<file path="src/rtl/lvdt_demod1_status.sv">
// lvdt_demod1_status: Avalon-MM input PIO that collects status flags from
// LVDT demodulator channel 1. Raw status bits are synchronised, edges on
// them are captured into a sticky register, and a maskable level interrupt
// is raised.
//
// Build option: LVDT_STATUS_BITCLR_EN
//   defined   - a write to edge_capture clears only the bits set in writedata
//   undefined - any write to edge_capture clears every bit
//
// Register map (word address):
//   0 data         read = synchronised in_port, writes ignored
//   1 irq_mask     read/write
//   2 reserved     reads 0, writes ignored
//   3 edge_capture sticky captured edges, write clears

module lvdt_demod1_status #(
    parameter int unsigned WIDTH      = 8,      // number of status bits, 1..32
    parameter int unsigned EDGE_TYPE  = 0,      // 0 rising, 1 falling, 2 any
    parameter logic [31:0] RESET_MASK = 32'h0   // reset value of irq_mask
) (
    input  logic             clk,
    input  logic             reset_n,
    input  logic [1:0]       address,
    input  logic             chipselect,
    input  logic             read_n,
    input  logic             write_n,
    input  logic [WIDTH-1:0] writedata,
    input  logic [WIDTH-1:0] in_port,
    output logic [WIDTH-1:0] readdata,
    output logic             irq
);

    localparam logic [1:0] AddrData = 2'd0;
    localparam logic [1:0] AddrMask = 2'd1;
    localparam logic [1:0] AddrRsvd = 2'd2;
    localparam logic [1:0] AddrEdge = 2'd3;

    localparam logic [WIDTH-1:0] MaskInit = RESET_MASK[WIDTH-1:0];

    // Synchroniser stages; s2 is the data value, s3 is only for edge detect.
    logic [WIDTH-1:0] s1_q, s2_q, s3_q;

    logic [WIDTH-1:0] edge_capture_q, edge_capture_d;
    logic [WIDTH-1:0] irq_mask_q, irq_mask_d;
    logic [WIDTH-1:0] readdata_q, readdata_d;
    logic             irq_q, irq_d;

    logic [WIDTH-1:0] rise, fall, edge_det;
    logic [WIDTH-1:0] clr_val, edge_clr;
    logic             wr_en, rd_en;

    assign wr_en = chipselect & ~write_n;
    assign rd_en = chipselect & ~read_n;

    // Three-flop synchroniser for the asynchronous status inputs.
    always_ff @(posedge clk or negedge reset_n) begin
        if (!reset_n) begin
            s1_q <= '0;
            s2_q <= '0;
            s3_q <= '0;
        end else begin
            s1_q <= in_port;
            s2_q <= s1_q;
            s3_q <= s2_q;
        end
    end

    // Edge detection on the synchronised value, polarity chosen at build time.
    always_comb begin
        rise = s2_q & ~s3_q;
        fall = ~s2_q & s3_q;
        if (EDGE_TYPE == 0) begin
            edge_det = rise;
        end else if (EDGE_TYPE == 1) begin
            edge_det = fall;
        end else begin
            edge_det = rise | fall;
        end
    end

    // Clear pattern applied by a write to edge_capture.
    always_comb begin
`ifdef LVDT_STATUS_BITCLR_EN
        clr_val = writedata;
`else
        clr_val = {WIDTH{1'b1}};
`endif
        edge_clr = '0;
        if (wr_en && (address == AddrEdge)) begin
            edge_clr = clr_val;
        end
    end

    // Next state of mask, capture and interrupt; a new edge wins over a clear.
    always_comb begin
        irq_mask_d = irq_mask_q;
        if (wr_en && (address == AddrMask)) begin
            irq_mask_d = writedata;
        end
        edge_capture_d = (edge_capture_q & ~edge_clr) | edge_det;
        irq_d          = |(edge_capture_d & irq_mask_d);
    end

    // Read mux samples current register values, so a same-cycle write is not seen.
    always_comb begin
        readdata_d = readdata_q;
        if (rd_en) begin
            case (address)
                AddrData: readdata_d = s2_q;
                AddrMask: readdata_d = irq_mask_q;
                AddrRsvd: readdata_d = '0;
                AddrEdge: readdata_d = edge_capture_q;
                default:  readdata_d = '0;
            endcase
        end
    end

    // Register state; reset clears capture and drops irq immediately.
    always_ff @(posedge clk or negedge reset_n) begin
        if (!reset_n) begin
            edge_capture_q <= '0;
            irq_mask_q     <= MaskInit;
            readdata_q     <= '0;
            irq_q          <= 1'b0;
        end else begin
            edge_capture_q <= edge_capture_d;
            irq_mask_q     <= irq_mask_d;
            readdata_q     <= readdata_d;
            irq_q          <= irq_d;
        end
    end

    assign readdata = readdata_q;
    assign irq      = irq_q;

endmodule
</file>
<file path="config.mk">
export PLATFORM = sky130hd
export DESIGN_NAME = lvdt_demod1_status
export DESIGN_NICKNAME = d
export VERILOG_FILES = /design/src/rtl/lvdt_demod1_status.sv
export SDC_FILE = /design/constraint.sdc
export NUM_CORES = 1
export LEC_CHECK = 0
export BUFFER_PORTS_ARGS = -buffer_cell sky130_fd_sc_hd__buf_2
export CAP_MARGIN = 40
export CORE_MARGIN = 1.5
export CORE_UTILIZATION = 45
export CTS_CLUSTER_DIAMETER = 80
export DETAILED_ROUTE_END_ITERATION = 10
export PLACE_DENSITY = 0.66
export REMOVE_ABC_BUFFERS = 1
export SETUP_SLACK_MARGIN = 0.15
export SYNTH_ARGS = -nofsm -noshare
export SYNTH_HDL_FRONTEND = slang
export SYNTH_SLANG_ARGS = --single-unit
</file>
<file path="constraint.sdc">
create_clock -name clk -period 2.38 [get_ports clk]
set_input_delay 0 -clock clk [delete_from_list [all_inputs] [get_ports clk]]
set_output_delay 0 -clock clk [all_outputs]
set_load 0.05 [all_outputs]
</file>
After elaboration in Yosys (flattened, before gate mapping)
Index checks and enable logic that the tools add are counted.

storage, ports and cells
  flip-flop bits (word level) = 49
  latch bits = 0
  RAM bits = 0
  bits in read-only memories = 0
  input port bits = 23
  output and inout bits = 9
  word-level logic and storage cells = 27
  memories = 0

operators by class
  add/sub/neg operators = 0
  multiply operators = 0
  div/mod/pow operators = 0
  $lt $le $gt $ge = 0
  eq/ne operators = 3
  shift operators = 0
  muxes and demuxes = 3
  bitwise operators = 10
  reduce and logical (&&, ||, !) cells = 4

operator list
  operator            number
  $pmux 8 s4          1
  $and 8x8->8         3
  $mux 8              2
  $not 8->8           2
  $or 8x8->8          1
  $reduce_or 8->1     1
  $eq 2x2->1 const B  2
  $and 1x1->1         2
  $eq 2x1->1 const B  1
  $logic_and 1x1->1   2
  $logic_not 2->1     1
  $not 1->1           2

Longest topological paths before layout
Gate-level depths: netlist of the first run.

  depth after elaboration = 9
  gate-level depth with buffers = 5
  gate-level depth less buffers = 4

Worst setup path after synthesis of the first run
OpenSTA, ideal clock, no wires.

  path kind = input to register
  from = in write_n
  to = reg irq_q (netlist: irq)
  library setup time = 0.138 ns
  arrival time = 1.206 ns
  required time = 2.242 ns
  slack = 1.036 ns
  cell stages on the path = 5
  buffers on the path = 1
  path through = and4bb_1 > buf_6 > mux2i_1 > o22ai_1 > or4_1

between the ends
  cells in the longest elaborated chain, start to end = 9
  elaborated cells between the ends (all ways) = 11
  those cells by class = mux: 2; bitwise: 6; reduce/logical: 3

ends and longest elaborated chain
  what                    RTL line  text
  start: declaration      26        input logic write_n,
  $not 1->1 (*)           52        assign wr_en = chipselect & ~write_n;
  $and 1x1->1 (*)         52
  $logic_and 1x1->1       89        if (wr_en && (address == AddrEdge)) begin
  $mux 8                  89
  $not 8->8               100       edge_capture_d = (edge_capture_q & ~edge_clr) | edge_det;
  $and 8x8->8             100
  $or 8x8->8              100
  $and 8x8->8 (*)         101       irq_d = |(edge_capture_d & irq_mask_d);
  $reduce_or 8->1 (*)     101
  via irq_d               46        logic irq_q, irq_d;
  end signal: assignment  129       irq_q <= irq_d;
  end: declaration        46

Mark *: on every way through the listed nets, which the timed path passes. The rest lies on a longest branch.
A chain may end at the register's enable or synchronous reset.

Worst setup path after layout of the first run
  from = in address[1]
  to = reg irq_q (netlist: irq)

between the ends
  cells in the longest elaborated chain, start to end = 8
  elaborated cells between the ends (all ways) = 11
  those cells by class = eq/ne: 2; mux: 2; bitwise: 4; reduce/logical: 3

ends and longest elaborated chain
  what                 RTL line  text
  start: declaration   23        input logic [1:0] address,
  $eq 2x2->1           89
  $logic_and 1x1->1    89
  $mux 8               89
  $not 8->8            100
  $and 8x8->8          100
  $or 8x8->8           100
  $and 8x8->8 (*)      101
  $reduce_or 8->1 (*)  101
  via irq_d            46

Marked as above.

==> results of run 1 <==
[worst min-delay path by stage]
stage | startpoint | slack [ns] | endpoint | cells past startpoint
6_report | chipselect | 0.15 | edge_capture_q[7]$_DFF_PN0_ | 4
5_1_grt | write_n | 0.17 | edge_capture_q[7]$_DFF_PN0_ | 4
4_1_cts | chipselect | 0.15 | edge_capture_q[7]$_DFF_PN0_ | 4
3_5_place_dp | reset_n | 0.05 | s1_q[3]$_DFF_PN0_ | 1
3_3_place_gp | in_port[7] | 0.11 | s1_q[7]$_DFF_PN0_ | 1
2_1_floorplan | reset_n | -0.30 | edge_capture_q[0]$_DFF_PN0_ | 0
[worst min-delay path, cell delays in order]
cell and delay (ns):
buf_2 0.13, nand4b_4 0.16, a2bb2oi_2 0.09, inv_1 0.05
[synthesized netlist by cell type, drive strengths merged]
cell     count
clkbuf       1
and4bb       1
a21oi        8
dfrtp       49
or4          1
buf          4
inv         24
o21ai        8
nand2        8
nand4b       1
mux2i       16
and2         1
nand2b       1
nor2         8
a2bb2oi      8
o22ai        4
[report_power, final]
group | internal [uW] | leakage, uW | total (uW) | switching (uW)
Clock | 343 | 0.0000585 | 603 | 261
Combinational | 118 | 0.000500 | 317 | 199
Sequential | 917 | 0.000564 | 960 | 43.7
Total | 1380 | 0.00112 | 1880 | 503
[logic make-up after synthesis]
logic type             Yosys count
AO/OA/AOI/OAI                   28
AND/OR/NAND/NOR                 21
flip-flops                      49
multiplexers                    16
buffers and inverters           29
[metrics by stage]
step / total power, uW / worst slack [ns] / cells
after global routing: 1979 / 0.8026 / 244
after detailed placement: 1277 / 0.5348 / 219
after CTS: 1892 / 0.8540 / 244
after global placement: 1256 / 0.6066 / 218
after floorplan: 1164 / 0.8966 / 138
final: 1881 / 0.8456 / 244
[repair_timing]
| action | CTS | global route |
|---|---|---|
| resized for setup | 0 | 0 |
| hold buffers | 17 | 0 |
| hold endpoints to repair | 41 | 0 |
[state kept, by name, indices dropped and copies added, names as in the netlist]
register,count
readdata,8
edge_capture_q,8
irq,1
s3_q,8
s1_q,8
irq_mask_q,8
s2_q,8
[layout make-up]
cell class                 count  area [sq um]  share of cell area
sequential                    49          1226              0.5306
multi-input combinational     65         457.9              0.1982
inverter                      24         90.09             0.03898
clock buffer                   7         86.33             0.03736
tap                           48         60.06             0.02599
timing repair buffer          50         360.3              0.1559
clock inverter                 1         30.03             0.01299
[routing by layer]
layer | vias up | share of wire | GRT usage
li1 | 566 | - | -
met4 | 0 | 0.016 | 0.06122
met5 | - | 0 | 0
met2 | 28 | 0.48 | 0.2963
met1 | 575 | 0.46 | 0.2403
met3 | 7 | 0.044 | 0.05281
==> impl_metrics.ini, run 1 <==
[critical_path]
startpoint = address[1]
cp-start-kind = primary input
reg2reg_to = irq$_DFF_PN0_
rr_startpoint = s2_q[1]$_DFF_PN0_
end_kind = register
arrival_ns = 1.71
timing.critical_path.slowest_cell_delay_ns = 0.61
path_cells = buf_2 -> and4bb_1 -> mux2i_1 -> o22ai_1 -> or4_1
crit_type = primary input to register
worstPathRequired_ns = 2.56
critPathTopFamily = simple AND/OR/NAND/NOR gates
path_max_fanout = 11
cp_num_cells = 5
critPathSlowestCell = and4bb_1
reg2reg_depth = 4
setup.worst_path.end = irq$_DFF_PN0_
rrSetupSlack_ns = 0.96
critPathBufInv = 1

[power]
power.leakage_uw = 0.001123
pwr_density_cell_nw_per_um2 = 813.9
irDropWorstVdd_mv = 0.5140

[sta]
tns_ns = 0
fin_crit_ns = 1.534
max_freq_mhz = 651.7
skew_ns = 0.005647
setup_viol = 0
drv_slew = 0
whs_ns = 0.1483
fin_crit_sh = 0.6447
worst_pin_slew_ns = 0.6287
rsz0062_at_grt = false
slew_headroom = 0.5809
finalHoldViolations = 0

[cts]
insertion_delay_ns = 0.30
cts-root-buf = clkbuf_8
cts_made_buffers = 5
cts_tree = yes
cts.clk_slew.worst_paths_ns = 0.09
clock-sinks = 49
clockBufferDepth = 2
htree_levels = 2
postCtsSetupRepairBufs = 0

[grt]
grt_pass1_wl_um = 5892
grt_pass1_vias = 1246
grt_max_degree = 27
track_usage = 0.1843
antenna_found_initial = 0
overflow = 0

[synth]
yosys.area.top_type = dfrtp_1
synth_top_family_by_area = compound AO/OA/AOI/OAI gates
synth_compound_area_frac = 0.1005
synthTopCellsByArea = dfrtp_1 68%, mux2i_1 8.9%, inv_1 5.0%, a2bb2oi_1 3.4%, a21oi_1 2.2%
synth_warnings = 0
synth_top_area_frac = 0.6791
seq_area_frac_synth = 0.6791
synthCells = 143
synthMuxAreaShare = 0.08870
synth_area_per_cell_sq_um = 12.63
syn_area_sq_um = 1805
synthAdderAreaFrac = 0
synth_seq_cells = 49
synthSimpleGateAreaFrac = 0.06445
yosys.cell_types.count = 20
synth-xor-area-share = 0

[placement]
postPlaceCellArea_sq_um = 2024
globalplace.congestion = 0.7637
hpwl_um = 2380
io_buffers = 31

[floorplanning]
io_pins = 32
die_h_um = 66.34
coreArea_sq_um = 3744
die-area_sq_um = 4401
chipWidth_um = 66.34
start_util = 0.4823
placementRows = 22

[finish]
final_cell_mix = 49 x dfrtp_1, 31 x buf_2, 24 x inv_1, 17 x dlygate4sd3_1, 16 x mux2i_1
final_core_util = 0.6173
final_common_cell = dfrtp_1
area_growth_pct = 28.00
drive_above_1_share = 0.2143
fin_area_sq_um = 2311
antenna-diode-count = 0
fillers = 327
nets = 218

[worst_hold_path]
hold_class = primary input to register

[routing]
initialDrtViolationCount = 80
drc_errors = 0
viasPerCell = 4.820
wire_per_inst_um = 14.00
drt-total-wl_um = 3416
final_antenna_net_count = 0
detail_route.first_pass.iterations = 4
num_vias = 1176

[outcome]
status = finished clean

[job]
drv_cap = 0
Power figures use the tool's default switching activity.
==> inputs of run 2 (changes only) <==
--- a/config.mk
+++ b/config.mk
@@ -5,13 +5,14 @@
 export SDC_FILE = /design/constraint.sdc
 export NUM_CORES = 1
 export LEC_CHECK = 0
+export ABC_AREA = 1
 export BUFFER_PORTS_ARGS = -buffer_cell sky130_fd_sc_hd__buf_2
 export CAP_MARGIN = 40
 export CORE_MARGIN = 1.5
 export CORE_UTILIZATION = 45
 export CTS_CLUSTER_DIAMETER = 80
 export DETAILED_ROUTE_END_ITERATION = 10
-export PLACE_DENSITY = 0.66
+export PLACE_DENSITY = 0.67
 export REMOVE_ABC_BUFFERS = 1
 export SETUP_SLACK_MARGIN = 0.15
 export SYNTH_ARGS = -nofsm -noshare
==> constraint.sdc (replaced) <==
create_clock -name clk -period 1.5 [get_ports clk]
set_input_delay 0 -clock clk [delete_from_list [all_inputs] [get_ports clk]]
set_output_delay 0 -clock clk [all_outputs]
set_load 0.05 [all_outputs]
==> impl_metrics.ini, run 2 <==
[grt]
overflow = 0
antenna_found_initial = 0
grt_max_degree = 50
grt_pass1_wl_um = 5871
grt_pass1_vias = 1248
track_usage = 0.1855

[floorplanning]
placementRows = 22
start_util = 0.4803
die_h_um = 66.21
coreArea_sq_um = 3744
io_pins = 32
die-area_sq_um = 4384
chipWidth_um = 66.21

[sta]
max_freq_mhz = 1061
fin_crit_ns = 0.9429
tns_ns = 0
fin_crit_sh = 0.6286
fin_ws_ns = 0.5571
drv_slew = 0
slew_headroom = 0.6071
setup_viol = 0
worst_pin_slew_ns = 0.5893
rsz0062_at_grt = false
finalHoldViolations = 0
whs_ns = 0.06897
skew_ns = 0.003539

[finish]
final_cell_mix = 69 x nand2_1, 49 x dfrtp_1, 31 x buf_2, 17 x dlygate4sd3_1, 11 x nor2_1
nets = 253
final_core_util = 0.6096
area_growth_pct = 26.93
fillers = 343
drive_above_1_share = 0.2208
final_common_cell = nand2_1
antenna-diode-count = 0

[synth]
synthArstFlopShare = 1.000
synth_seq_cells = 49
synthTopCellsByArea = dfrtp_1 68%, nand2_1 14%, a31oi_1 2.4%, nor2_1 2.3%, inv_1 2.1%
synth_warnings = 0
yosys.cell_types.count = 15
synth-xor-area-share = 0
synth-edff-count = 0
yosys.area.top_type = dfrtp_1
yosysMostFrequentCell = nand2_1
synth_area_per_cell_sq_um = 10.45
synthMuxAreaShare = 0
synth_compound_area_frac = 0.04871
syn_area_sq_um = 1798
synthAdderAreaFrac = 0
synthCells = 172
synthSimpleGateAreaFrac = 0.2380
synth_top_family_by_area = simple AND/OR/NAND/NOR gates
synth_common_cells = 69 x nand2_1, 49 x dfrtp_1, 11 x nor2_1, 10 x inv_1
ys.flop_type = dfrtp_1
synth_top_area_frac = 0.6820
seq_area_frac_synth = 0.6820

[cts]
cts_tree = yes
htree_levels = 2
cts.clk_slew.worst_paths_ns = 0.08
ctsHoldBuffers = 17
insertion_delay_ns = 0.29
cts_made_buffers = 5
cts_resized = 0
clock-sinks = 49
clockBufferDepth = 2
cts-root-buf = clkbuf_8
postCtsSetupRepairBufs = 0

[critical_path]
end_kind = register
rr_startpoint = s2_q[2]$_DFF_PN0_
path_max_fanout = 3
reg2reg_to = irq$_DFF_PN0_
rrSetupSlack_ns = 0.56
cp-start-kind = register
worstPathRequired_ns = 1.69
arrival_ns = 1.13
crit_type = register to register
reg2reg_depth = 6

[worst_hold_path]
hold_end = irq_mask_q[1]$_DFF_PN0_
min_delay_path_depth = 4
min-delay-start = write_n
hold_class = primary input to register

[routing]
drt-total-wl_um = 3476
viasPerCell = 4.620
wire_per_inst_um = 12.46
initialDrtViolationCount = 69
final_antenna_net_count = 0
detail_route.first_pass.iterations = 4
num_vias = 1289
drc_errors = 0

[placement]
post-place-ws_ns = 0.4162
globalplace.congestion = 0.8077
hpwl_um = 2355
io_buffers = 31

[power]
pwr_density_cell_nw_per_um2 = 1195
power.leakage_uw = 0.001160
irDropWorstVdd_mv = 0.6255

[outcome]
status = finished clean

[job]
drv_cap = 0
-- run 2: changes by cell type in the layout (fill, tap and decap cells not counted), sizes merged, moves of 4 or more --
cell	before	now
nand2	8	73
mux2i	16	0
inv	24	12
a2bb2oi	8	0
nand3	0	8
o21ai	8	0
a31oi	0	7
nor2	8	14
o22ai	4	0
-- run 2: cell families (layout without fill, tap and decap cells) --
| kind of cell | count (synthesis) | count (layout) |
|---|---|---|
| AOI/OAI and AO/OA | 15 | 15 |
| and+or+nand+nor | 95 | 95 |
| buffers and inverters | 13 | 72 |
| DFF | 49 | 49 |
-- run 2: stage by stage --
| step | area, sq um | power (uW) | cells |
|---|---|---|---|
| finish | 2282 | 2728 | 279 |
| global route | 2282 | 2882 | 279 |
| CTS | 2282 | 2768 | 279 |
| detailed placement | 2032 | 2014 | 254 |
| global placement | 2032 | 1999 | 254 |
| floorplan | 1787 | 1847 | 171 |
-- run 2: worst max-delay path, cell delays in order, from the launching register on --
cell and delay [ns]:
dfrtp_1 0.40, nand2_1 0.07, nand2_1 0.08, nand2_1 0.07, nand2_1 0.05, nor2_1 0.10, nand2_1 0.06
-- run 2: worst max path at each step --
stage	startpoint	to	slack [ns]
global placement	address[1]	irq$_DFF_PN0_	0.46
finish	s2_q[2]$_DFF_PN0_	irq$_DFF_PN0_	0.56
detailed placement	address[0]	irq$_DFF_PN0_	0.42
CTS	s2_q[2]$_DFF_PN0_	irq$_DFF_PN0_	0.55
global route	s2_q[2]$_DFF_PN0_	irq$_DFF_PN0_	0.49
floorplan	readdata[4]$_DFFE_PN0P_	readdata[4]$_DFFE_PN0P_	0.57
-- run 2: layer usage --
layer,up-vias,routed length [um],global-route usage
li1,657,-,-
met1,595,1622,0.2520
met3,5,174,0.06133
met2,32,1628,0.2813
met5,-,0,0
met4,0,51,0.06122
-- run 2: final cells by class --
| class | count | area, sq um | area share |
|---|---|---|---|
| multi-input cells | 110 | 515.5 | 0.2259 |
| inverters | 12 | 45.04 | 0.01974 |
| repair buffers | 52 | 355.3 | 0.1557 |
| clock buffers | 8 | 80.08 | 0.03509 |
| well taps | 48 | 60.06 | 0.02632 |
| flip-flops and latches | 49 | 1226 | 0.5373 |
-- run 2: power by group --
group | internal (uW) | switching (uW) | total [uW]
Clock | 331 | 381 | 712
Sequential | 1450 | 63.2 | 1510
Combinational | 163 | 339 | 503
